### src/rtl/register_bank_16x32.sv
// 16 x 32-bit register bank written through a one-hot select from the write decoder,
// with two independent registered read ports and a sticky illegal-select flag.
module register_bank_16x32 #(
   parameter int DATA_W    = 32,
   parameter int NUM_REGS  = 16,
   parameter int ADDR_W    = 4,
   parameter int ZERO_REG0 = 0
) (
   input  logic                clk,
   input  logic                rst_n,
   input  logic                wr_en,
   input  logic [NUM_REGS-1:0] wr_sel,
   input  logic [DATA_W-1:0]   wr_data,
   input  logic                rd_en_a,
   input  logic [ADDR_W-1:0]   rd_addr_a,
   output logic [DATA_W-1:0]   rd_data_a,
   input  logic                rd_en_b,
   input  logic [ADDR_W-1:0]   rd_addr_b,
   output logic [DATA_W-1:0]   rd_data_b,
   output logic                wr_err,
   input  logic                err_clr
);

   logic [DATA_W-1:0]   regs_q [NUM_REGS];
   logic [DATA_W-1:0]   rd_data_a_q, rd_data_a_d;
   logic [DATA_W-1:0]   rd_data_b_q, rd_data_b_d;
   logic                wr_err_q, wr_err_d;
   logic                wr_onehot;
   logic [NUM_REGS-1:0] wr_hit;

   assign wr_onehot = $onehot(wr_sel);

   // wr_hit marks the single register a legal write updates this edge; a hardwired
   // R0 is never hit, which also keeps the read bypass away from it.
   always_comb begin
      // NOTE: every always_comb output gets a default first so no path leaves it unassigned (no latch).
      wr_hit = '0;
      if (wr_en && wr_onehot) begin
         wr_hit = wr_sel;
      end
      if (ZERO_REG0 != 0) begin
         wr_hit[0] = 1'b0;
      end
   end

   always_comb begin
      rd_data_a_d = rd_data_a_q;
      rd_data_b_d = rd_data_b_q;
      if (rd_en_a) begin
         rd_data_a_d = wr_hit[rd_addr_a] ? wr_data : regs_q[rd_addr_a];
      end
      if (rd_en_b) begin
         rd_data_b_d = wr_hit[rd_addr_b] ? wr_data : regs_q[rd_addr_b];
      end
   end

   // Set has priority over clear so a fault coincident with err_clr is not lost.
   always_comb begin
      wr_err_d = wr_err_q;
      if (wr_en && !wr_onehot) begin
         wr_err_d = 1'b1;
      end else if (err_clr) begin
         wr_err_d = 1'b0;
      end
   end

   // NOTE: the register array is reset explicitly; the bank must read back 0 after reset.
   always_ff @(posedge clk or negedge rst_n) begin
      if (!rst_n) begin
         for (int i = 0; i < NUM_REGS; i++) begin
            // NOTE: sequential state uses non-blocking assignments only.
            regs_q[i] <= '0;
         end
      end else begin
         for (int i = 0; i < NUM_REGS; i++) begin
            if (wr_hit[i]) begin
               regs_q[i] <= wr_data;
            end
         end
      end
   end

   always_ff @(posedge clk or negedge rst_n) begin
      if (!rst_n) begin
         rd_data_a_q <= '0;
         rd_data_b_q <= '0;
         wr_err_q    <= 1'b0;
      end else begin
         rd_data_a_q <= rd_data_a_d;
         rd_data_b_q <= rd_data_b_d;
         wr_err_q    <= wr_err_d;
      end
   end

   assign rd_data_a = rd_data_a_q;
   assign rd_data_b = rd_data_b_q;
   assign wr_err    = wr_err_q;

endmodule
### config.mk
export PLATFORM = sky130hd
export DESIGN_NAME = register_bank_16x32
export DESIGN_NICKNAME = d
export VERILOG_FILES = /design/src/rtl/register_bank_16x32.sv
export SDC_FILE = /design/constraint.sdc
export NUM_CORES = 1
export LEC_CHECK = 0
export CORE_AREA = 2 2 242 244
export CTS_CLUSTER_SIZE = 40
export DETAILED_ROUTE_END_ITERATION = 8
export DIE_AREA = 0 0 244 246
export GPL_ROUTABILITY_DRIVEN = 0
export GPL_TIMING_DRIVEN = 0
export HOLD_SLACK_MARGIN = 0.15
export PLACE_DENSITY = 0.74
export SYNTH_ARGS = -nofsm -noshare
export SYNTH_HDL_FRONTEND = slang
export SYNTH_SLANG_ARGS = --single-unit
### constraint.sdc
create_clock -name clk -period 1.87 [get_ports clk]
set_input_delay 0.2805 -clock clk [delete_from_list [all_inputs] [get_ports clk]]
set_output_delay 0.2805 -clock clk [all_outputs]
set_load 0.02 [all_outputs]
Word level (Yosys, flattened, before mapping)
Cells that the tools add are included.
{"block": "classes", "add_sub_neg": 15, "n_lt_le_gt_ge": 4, "eq_ne": 1, "muxes": 15, "bitwise_logic": 2, "reduce_logical": 4}
{"cell": "$bmux 32 s4", "n": 2}
{"cell": "$mux 32", "n": 6}
{"cell": "$add 1x1->2", "n": 8}
{"cell": "$mux 16", "n": 1}
{"cell": "$add 2x2->3", "n": 4}
{"cell": "$ge 5x5->1 const B", "n": 2}
{"cell": "$lt 4x5->1 const B", "n": 2}
{"cell": "$not 4->5", "n": 2}
{"cell": "$add 3x3->4", "n": 2}
{"cell": "$bmux 1 s4", "n": 2}
{"cell": "$add 4x4->5", "n": 1}
{"cell": "$eq 5x1->1 const B", "n": 1}
{"cell": "$mux 1", "n": 4}
{"cell": "$logic_and 1x1->1", "n": 2}
{"cell": "$reduce_bool 2->1", "n": 1}
{"cell": "$logic_not 1->1", "n": 1}
{"block": "totals", "ff_bits": 577, "inputBits": 62, "out_inout_bits": 65, "wordCells": 60}

Depth between registers and ports, before layout
Gate-level depths: netlist of run 1.
{"block": "depth", "ltp_word": 10, "ltp_mapped": 18, "ltp_nobuf": 16}

Least setup slack after synthesis of run 1
No wires, ideal clock.
{"block": "synth_path", "path_type": "input -> register", "start": "input wr_sel[11]", "end": "register regs_q[149] (netlist name)", "setup_time_ps": 125, "t_arrival_ps": 4748, "required_ps": 1745, "slack_ps": -3003, "cell_stages": 18, "n_path_buf": 3, "cell_sequence": "fa_1 inv_1 fa_1 inv_1 fa_1 inv_1 fa_1 inv_1 ha_1 fa_1 nor4b_2 nand2_1 nor2_1 buf_2 and2_1 clkbuf_1 buf_2 mux2_2"}
{"block": "synth_via", "elab_chain_cells": 7}
{"item": "start, declared", "line": "12", "text": "input logic [NUM_REGS-1:0] wr_sel,"}
{"item": "$add 1x1->2 (implied by the code)", "line": "31", "text": "assign wr_onehot = $onehot(wr_sel);"}
{"item": "$add 2x2->3 (implied by the code)", "line": "31"}
{"item": "$add 3x3->4 (implied by the code)", "line": "31"}
{"item": "$add 4x4->5 (implied by the code)", "line": "31"}
{"item": "$eq 5x1->1", "line": "31"}
{"item": "$logic_and 1x1->1", "line": "38", "text": "if (wr_en && wr_onehot) begin"}
{"item": "$mux 16 *", "line": "38"}
{"item": "end signal, assigned by index", "line": "77", "text": "regs_q[i] <= wr_data;"}
{"item": "end, declared", "line": "24", "text": "logic [DATA_W-1:0] regs_q [NUM_REGS];"}
Every way passes the cells marked *; elsewhere a longest branch is shown, timed or not.
A chain may end at the register's enable or synchronous reset.

Worst setup path after layout of run 1
{"block": "layout_path", "start": "input wr_sel[15]", "end": "register rd_data_a_q[1], in the netlist rd_data_a[1]"}
{"block": "layout_via", "elab_chain_cells": 10}
{"item": "$add 1x1->2 (implied by the code)", "line": "31"}
{"item": "$add 2x2->3 (implied by the code)", "line": "31"}
{"item": "$add 3x3->4 (implied by the code)", "line": "31"}
{"item": "$add 4x4->5 (implied by the code)", "line": "31"}
{"item": "$eq 5x1->1", "line": "31"}
{"item": "$logic_and 1x1->1", "line": "38"}
{"item": "$mux 16 *", "line": "38"}
{"item": "$bmux 1 s4 *", "line": "50", "text": "rd_data_a_d = wr_hit[rd_addr_a] ? wr_data : regs_q[rd_addr_a];"}
{"item": "$mux 1 (implied by the code) *", "line": "50"}
{"item": "$mux 32 *", "line": "50"}
{"item": "end signal, assigned", "line": "89", "text": "rd_data_a_q <= rd_data_a_d;"}
{"item": "end, declared", "line": "25", "text": "logic [DATA_W-1:0] rd_data_a_q, rd_data_a_d;"}
Every way passes the cells marked *; elsewhere a longest branch is shown, timed or not. The select of a mux whose other input is x is not followed.

==> run summary, run 1 <==
After detailed routing, the total wire length is 107000 um. The cell family contributing the most delay on the critical path is adder cells. The cell repeated most along the worst path is fa_1.

The routed layout has 21200 vias. The depth of the worst register-to-register path came out at 5. The mean instance size in the synthesized netlist is 16.4 sq um. The number of nets in the finished design came out at 2218. The region available for standard cell placement spans 57400 sq um. The detail-routed via count per cell is 7.17. The layout overhead on the synthesized area is 27.9%.

The post-layout worst setup margin is -2.63 ns. During synthesis, Yosys emitted a total of 0 warnings. Data on the critical path is required at its endpoint by 2.42 ns. The relative slew slack is 9.51%. The worst endpoint data arrival time came out at 5.06 ns.

The number of top-level pins came out at ~130. For this design, the CTS-stage hold fixing added 6 buffers. The final reports fail on negative hold slack, negative setup slack. Together, buffers and inverters on the worst path number 8. The number of DRC violations after detailed-routing iteration 0 came out at 2459. The max-capacitance violation count came out at 0.

The post-route clock period utilization came out at 241%. After filler insertion, the fill cell instance count of the layout stands at 3615. The delay contributed by the slowest stage of the critical path is ~0.5 ns. The slowest stage of the critical path is the fa_1 cell. The critical path in this run is classified as input port to flop. The area of all placed cells without fillers is 38700 sq um.

The instance count of the mapped netlist came out at 1850. In the layout the commonest cells are dfrtp_1 (577), mux2_4 (285), mux4_2 (259). OpenSTA, run right after detailed placement, puts the worst setup slack at -4.35 ns. The most common cell after layout, fill and taps aside is dfrtp_1. The transition time of the tightest slew-check pin came out at 1.36 ns. The power per cell area came out at 1490 nW/um^2. For flop-to-flop paths, the worst setup slack is -0.19 ns. After detailed placement, the total cell area comes to 33100 sq um. The die is ~250 um tall. The total placed cells including tap cells came out at 2739. After detailed routing, the average wire length per cell comes to 36.3 um. The analysis attributes to cell leakage a power of 16.7 nW.

The fraction of registers with async set/reset came out at 100%. The worst setup path is launched from an input port. The final cell count without fillers is 2956.

The flow ran to the end, but the final reports show violations. The TritonCTS clock tree is done. Global routing used between 30% and 40% of the available tracks across all layers. The startpoint identified for the worst register-to-register timing path is regs_q[417]$_DFFE_PN0P_. In the final layout, the multi-input gates occupy 16100 sq um.

The clock network latency to the later pin of the worst-skew pair is 0.67 ns. The number of antenna violations at the first check in global routing is 2. The number of search-and-repair iterations in the first detailed-routing pass came out at 5.

The flip-flop and latch count after synthesis came out at approximately 580. The highest fanout seen on the critical path is 5. The signal on the critical path passes through buf_4 > fa_1 > inv_1 > fa_1 > inv_1 > fa_1 > inv_1 > fa_1 > inv_1 > ha_2 > fa_1 > nor4b_4 > nand2_4 > nor2_4 > buf_6 > a31oi_4 > buf_12 > clkbuf_16 > and3_4 > a221o_1. Setup repair after global routing could not meet its margin everywhere. The via count of the first global-routing pass came out at 21400. Based on the critical path, the design can be clocked at up to 222 MHz.

The part of the Yosys area used for sequential elements is 47.7%. The initial core utilization came out at 52.7%. The residual antenna-violating net count after detailed routing came out at 0. The cell area after technology mapping came out at 30300 sq um. The number of max-slew violations in the final report was 0. The post-layout utilization of the core is 67.5%.

The first-pass GRT wire length came out at 144000 um. In this run the critical register-to-register path is captured at rd_data_a[1]$_DFFE_PN0P_. The most used flip-flop cell after synthesis is dfrtp_1. The fraction of layout instances using a drive strength above 1 is 51.9%. On the final layout, the worst hold slack is -0.427 ns.

The worst hold path class is input port to async pin. On the final layout, the worst clock skew is 0.0191 ns. The level count of the clock H-tree is 2.

After clock tree synthesis, the clock-pin slew on the worst setup and hold paths is 0.06 ns. The kind of capture point of the worst setup path is a flop. The count of clock tree sinks is 577.

The net count after synthesis is 1927. The die outline area is 60000 sq um. The number of distinct standard cells referenced by the synthesized netlist is 30.

The maximum number of pins on one net before global-route repair is 116. The smallest clock period supported by the final layout is computed as 4.50 ns. The CTS buffer count came out at 61. The total count of hold-check failures in the final report is 70. The quantity of I/O buffers inserted on ports came out at 119.

Setup violations remaining at the end of the flow were counted as 635. The die width came out at 244 um. The number of enable-type register cells in the synthesized netlist is 0. The number of core rows is 88. The final global-route overflow total is 0.

The detailed-route DRC error count is 0. The clock tree buffer depth is 3. The clock tree root driver cell is clkbuf_16. The worst-case vdd ir drop came out at 1020 uV. The register area came out at 14400 sq um. The detailed placer's ending HPWL came out at 59900 um.
-- worst register-to-register path, delay by kind of cell, from the launching register on --
family           cells  cell delay [ns]
AO/OA/AOI/OAI        3             0.81
multiplexers         1             0.50
flip-flops           1             0.42
AND/OR/NAND/NOR      1             0.21
-- Yosys cell counts, drive strengths merged (7+ instances only) --
cell type  instances  area [sq um]
a221o             96           961
nor3               7          35.0
inv               25          93.8
nor2b             32           200
buf               98           627
and2              12          75.1
clkbuf            96           360
and3              33           206
dfrtp            577         14400
a22o              33           289
mux2             513          5780
fa                10           200
mux4             296          6810
-- routing by layer --
metal	up-vias	track usage, %	wire length, um
li1	7941	-	-
met1	11300	44.0	40400
met2	1538	49.2	48200
met3	396	10.7	12400
met4	6	15.2	6170
met5	-	2.29	55
-- kinds of logic after synthesis --
family	after synthesis	synth area share (%)
flops	577	47.7
simple gates	93	1.87
fa+ha+maj	15	0.869
mux	813	41.7
compound gates	133	4.24
buf+inv	219	3.57
-- flip-flops by register name, indices dropped and copies added, names as in the netlist --
signal     flops
rd_data_b     32
wr_err         1
rd_data_a     32
regs_q       512
-- power breakdown --
part / switching [mW] / total, mW / internal, mW
clock network: 5.41 / 12.6 / 7.21
logic: 8.56 / 23.1 / 14.5
registers: 4.28 / 22.1 / 17.8
total: 18.3 / 57.8 / 39.6
-- layout make-up --
class                           count  area share (%)
Multi-Input combinational cell   1055            41.7
Sequential cell                   577            37.3
Buffer                            192            5.14
Clock buffer                       91            4.65
Timing Repair Buffer              229            7.79
Inverter                           25           0.262
Clock inverter                     21           0.679
Antenna cell                        1         0.00647
Tap cell                          765            2.47
-- timing repair --
| action | in CTS | in global routing |
|---|---|---|
| pin swaps | 16 | 10 |
| resized for setup | 287 | 275 |
| buffers inserted | 35 | 24 |
| endpoints found under the hold margin | 78 | 70 |
| cloned | 13 | 32 |
| setup endpoints to repair | 642 | 642 |
-- worst max-delay path by stage --
stage	startpoint	end	slack, ns	cells after the start
finish	wr_sel[15]	rd_data_a[1]$_DFFE_PN0P_	-2.63	20
global route	wr_sel[11]	rd_data_a[12]$_DFFE_PN0P_	-2.72	20
CTS	wr_sel[11]	rd_data_a[11]$_DFFE_PN0P_	-2.57	20
global placement	rst_n	regs_q[137]$_DFFE_PN0P_	-24.72	1
floorplan	wr_sel[11]	regs_q[149]$_DFFE_PN0P_	-2.69	18
detailed placement	wr_sel[11]	regs_q[161]$_DFFE_PN0P_	-4.35	16
-- stage by stage --
stage / hold slack [ns] / TNS (ns) / total power [mW]
global route: -0.379 / -1483.95 / 59.7
global placement: 0.485 / - / 39.2
CTS: -0.398 / -1408.57 / 54.4
floorplan: -0.0151 / -1522.59 / 34.1
finish: -0.427 / -1423.42 / 57.8
detailed placement: 0.289 / -2284.49 / 40.1
(Power assumes the default switching activity.)
==> run 2: changes to the inputs <==
--- a/config.mk
+++ b/config.mk
@@ -14,3 +14,4 @@
 export HOLD_SLACK_MARGIN = 0.15
-export PLACE_DENSITY = 0.74
+export PLACE_DENSITY = 0.71
+export SETUP_SLACK_MARGIN = 0.4
 export SYNTH_ARGS = -nofsm -noshare
==> constraint.sdc (replaced) <==
create_clock -name clk -period 5.7 [get_ports clk]
set_input_delay 1.14 -clock clk [delete_from_list [all_inputs] [get_ports clk]]
set_output_delay 1.14 -clock clk [all_outputs]
set_load 0.02 [all_outputs]
==> run summary, run 2 (synthesized netlist as in run 1, its figures left out) <==
The delay contributed by the slowest stage of the critical path came out at 0.54 ns (was 0.49 ns). The highest fanout seen on the critical path came out at 10 (was 5). The wire length per cell after detailed routing came to 34.2 um (was 36.3 um).

The height of the die came to 246 um (unchanged). The required time of the critical path is 6.24 ns (was 2.42 ns). The fraction of layout instances using a drive strength above 1 came out at 50.8% (was 51.9%).

The critical path depth came out at 17 (was 20). The number of search-and-repair iterations in the first detailed-routing pass came out at 5 (unchanged). The clock slew at the register clock pins of the worst setup and hold paths came out at 0.06 ns (about the same).

The area occupied by multi-input gates came out at 15500 sq um (was 16100 sq um). The layer carrying the most global-route usage was met2 (unchanged). The flip-flop count of the largest register after layout came out at 512 (unchanged). The element type at the critical path start is an input port (unchanged). The total vias in the final route came out at 20100 (was 21200). The met2 global-route usage is 49.1% (was 49.2%). The die outline area came out at 60000 sq um (unchanged). The depth of the worst register-to-register path came out at 5 (unchanged). The register with the most flip-flops is regs_q (unchanged).

The worst setup slack for register-to-register paths was 3.65 ns (was -0.19 ns). The worst path in the final design needs a cycle of 5.48 ns, including I/O delays and setup. The highest-delay cell along the critical path is nor3_2 (was fa_1).

The level count of the clock H-tree is 2 (unchanged). The number of antenna violations at the first check in global routing came out at 2 (unchanged). The type of the worst setup path is input port to flop (unchanged).

The cell family with the largest share of critical-path delay is adder cells (unchanged). The number of nets in the finished design is 2180 (was 2218). The number of setup violations in the final report came out at 0 (was 635). The number of core rows came out at 88 (unchanged). The number of top-level pins came out at 127 (unchanged). The clock tree buffer depth came out at 3 (unchanged). Setup repair after global routing missed its margin: true (unchanged). The detailed-route wire length is 99700 um (was 107000 um). The endpoint of the worst-slack reg-to-reg timing path was rd_data_a[12]$_DFFE_PN0P_ (was rd_data_a[1]$_DFFE_PN0P_). The clock tree root driver cell is clkbuf_16 (unchanged). The count of buffer and inverter cells on the critical path came out at 7 (was 8). The switching fraction of total power came out at 31.0% (was 31.6%). The die width came out at 244 um (unchanged). The CTS buffer count is 61 (unchanged). The power share of the combinational group came out at 38.1% (was 39.9%).

The count of clock tree sinks is 577 (unchanged). The cell repeated most along the worst path is fa_1 (unchanged). The clock network latency to the later pin of the worst-skew pair came out at 0.66 ns (was 0.67 ns). The worst setup skew after layout came out at 0.0156 ns (was 0.0191 ns).

The via count of the first global-routing pass came out at 20700 (was 21400). Worst-path cell chain: buf_8 > fa_1 > inv_1 > fa_1 > inv_2 > fa_1 > inv_2 > fa_1 > inv_1 > ha_2 > fa_1 > nor4b_4 > nand2_2 > buf_12 > nor3_2 > buf_4 > mux2_2 (was buf_4 > fa_1 > inv_1 > fa_1 > inv_1 > fa_1 > inv_1 > fa_1 > inv_1 > ha_2 > fa_1 > nor4b_4 > nand2_4 > nor2_4 > buf_6 > a31oi_4 > buf_12 > clkbuf_16 > and3_4 > a221o_1). The worst hold slack is 0.510 ns (was -0.427 ns). The register area is 14400 sq um (unchanged). The initial core utilization was 52.7% (unchanged).

The area inside the core boundary is 57400 sq um (unchanged). The kind of capture point of the worst setup path is a flop (unchanged). The last element of the critical path is regs_q[379]$_DFFE_PN0P_ (was rd_data_a[1]$_DFFE_PN0P_). The clock network fraction of total power came out at 22.6% (was 21.8%). The cell internal power dissipation came out at 12.5 mW (was 39.6 mW). The detail-routed via count per cell was 6.89 (was 7.17). The hold-fix buffer count after cts came out at 0 (was 6). The total of fill cells in the finished design came to 3870 (was 3615). The layout overhead on the synthesized area is 23.1% (was 27.9%). The power per cell area is 488 nW/um^2 (was 1490 nW/um^2). The number of DRC violations after detailed-routing iteration 0 is 2060 (was 2459). Top library cells by usage in the layout, fill and taps aside: dfrtp_1 (577), mux2_2 (375), mux4_2 (259) (was dfrtp_1 (577), mux2_4 (285), mux4_2 (259)). The origin of the critical flop-to-flop path is regs_q[396]$_DFFE_PN0P_ (was regs_q[417]$_DFFE_PN0P_). The setup TNS after final layout was 0 ns (was -1423.42 ns). The detailed-route DRC error count came out at 0 (unchanged). The static leakage power came out at 16.0 nW (was 16.7 nW).

The global-route track usage on met1 came out at 43.1% (was 44.0%). The startpoint of the worst setup timing path is wr_sel[11] (was wr_sel[15]). The final global-route overflow total is 0 (unchanged).

The max-capacitance violation count was 0 (unchanged). The achievable clock frequency came out at 183 MHz. The quantity of I/O buffers inserted on ports is 119 (unchanged). The total count of hold-check failures in the final report came out at 0 (was 70).

The power spent charging and discharging nets came out at 5.63 mW (was 18.3 mW). The overall fraction of global-route tracks in use is 31.9% (was 32.9%). The worst-case vdd ir drop came out at 289 uV (was 1020 uV). The most common cell after layout, fill and taps aside is dfrtp_1 (unchanged). The relative slew slack came out at 12.6% (was 9.51%). The part of the power in registers came to 39.3% (was 38.2%). The post-route clock period utilization came out at 96.1%. The residual antenna-violating net count after detailed routing is 0 (unchanged). The maximum number of pins on one net before global-route repair is 123 (was 116). The transition time of the tightest slew-check pin is 1.31 ns (was 1.36 ns).

Status: finished, final reports clean (was complete, but fails checks). The number of max-slew violations in the final report came to 0 (unchanged). The first-pass GRT wire length was 139000 um (was 144000 um). The detailed placer's ending HPWL came out at 59900 um (about the same).

The worst endpoint data arrival time was 6.01 ns (was 5.06 ns). The global-route met3 utilization came out at 9.44% (was 10.7%). The worst hold path class is flop to flop (was input port to async pin). The TritonCTS clock tree is done (unchanged).
## run 2: cell count changes in the layout (fill, tap and decap cells not counted), sizes merged, moves of 2 or more
cell,previous run,this run
buf,188,157
bufinv,4,2
clkbuf,210,213
clkinv,15,13
dlygate4sd3,5,0
## run 2: power groups by stage
stage / Clock, mW / Sequential (mW) / Combinational, mW
floorplan: 0 / 6.96 / 4.22
global placement: 0 / 6.98 / 5.87
detailed placement: 0 / 7.11 / 6.04
CTS: 4.12 / 7.06 / 6.39
global route: 4.30 / 7.33 / 7.24
finish: 4.10 / 7.14 / 6.92
## run 2: repair_timing
item | CTS | global route
pin swaps | 12 | 8
endpoints found under the setup margin | 576 | 550
setup buffers | 20 | 16
endpoints found under the hold margin | 0 | 0
gates resized for setup | 167 | 157
cloned | 7 | 24
## run 2: layout make-up
cell class                 count  area share [%]
clock buffer                  97            5.03
tap                          765            2.57
inverter                      25           0.252
sequential                   577            38.8
clock inverter                17           0.527
multi-input combinational   1054            41.5
buffer                       194            4.88
timing repair buffer         190            6.46
antenna                        1         0.00672
## run 2: stage by stage
| step | instances | instance area (sq um) | utilization [%] | power [mW] | setup slack, ns |
|---|---|---|---|---|---|
| 5_1_grt | 2920 | 37200 | 64.9 | 18.9 | 0.203 |
| 6_report | 2920 | 37200 | 64.9 | 18.2 | 0.221 |
| 4_1_cts | 2879 | 35900 | 62.6 | 17.6 | 0.301 |
| 3_3_place_gp | 2734 | 32900 | 57.4 | 12.9 | -21.91 |
| 2_1_floorplan | 1850 | 30800 | - | 11.2 | 0.282 |
| 3_5_place_dp | 2738 | 33000 | 57.6 | 13.1 | -1.20 |
## run 2: worst register-to-register path, stage by stage, from the launching register on
cell and delay, ns:
dfrtp_1 0.40, mux4_1 0.53, a22o_1 0.29, a221o_1 0.27, and3_4 0.18, a221o_1 0.26
## run 2: how the worst min path moves through the flow
stage / from / end / slack (ns) / cells past startpoint
2_1_floorplan: regs_q[152]$_DFFE_PN0P_ / regs_q[152]$_DFFE_PN0P_ / 0.47 / 1
3_3_place_gp: regs_q[152]$_DFFE_PN0P_ / regs_q[152]$_DFFE_PN0P_ / 0.48 / 1
3_5_place_dp: regs_q[154]$_DFFE_PN0P_ / regs_q[154]$_DFFE_PN0P_ / 0.50 / 1
4_1_cts: regs_q[77]$_DFFE_PN0P_ / regs_q[77]$_DFFE_PN0P_ / 0.51 / 1
5_1_grt: rd_data_a[8]$_DFFE_PN0P_ / rd_data_a[8]$_DFFE_PN0P_ / 0.53 / 1
6_report: regs_q[154]$_DFFE_PN0P_ / regs_q[154]$_DFFE_PN0P_ / 0.51 / 1
## run 2: metal layers
layer  share of wire (%)  vias up  wire length [um]
met3                  11      235             10900
met4                 4.0        6              3970
li1                    -     7863                 -
met1                  38    10900             38200
met2                  47     1135             46500
met5                0.18        -               177
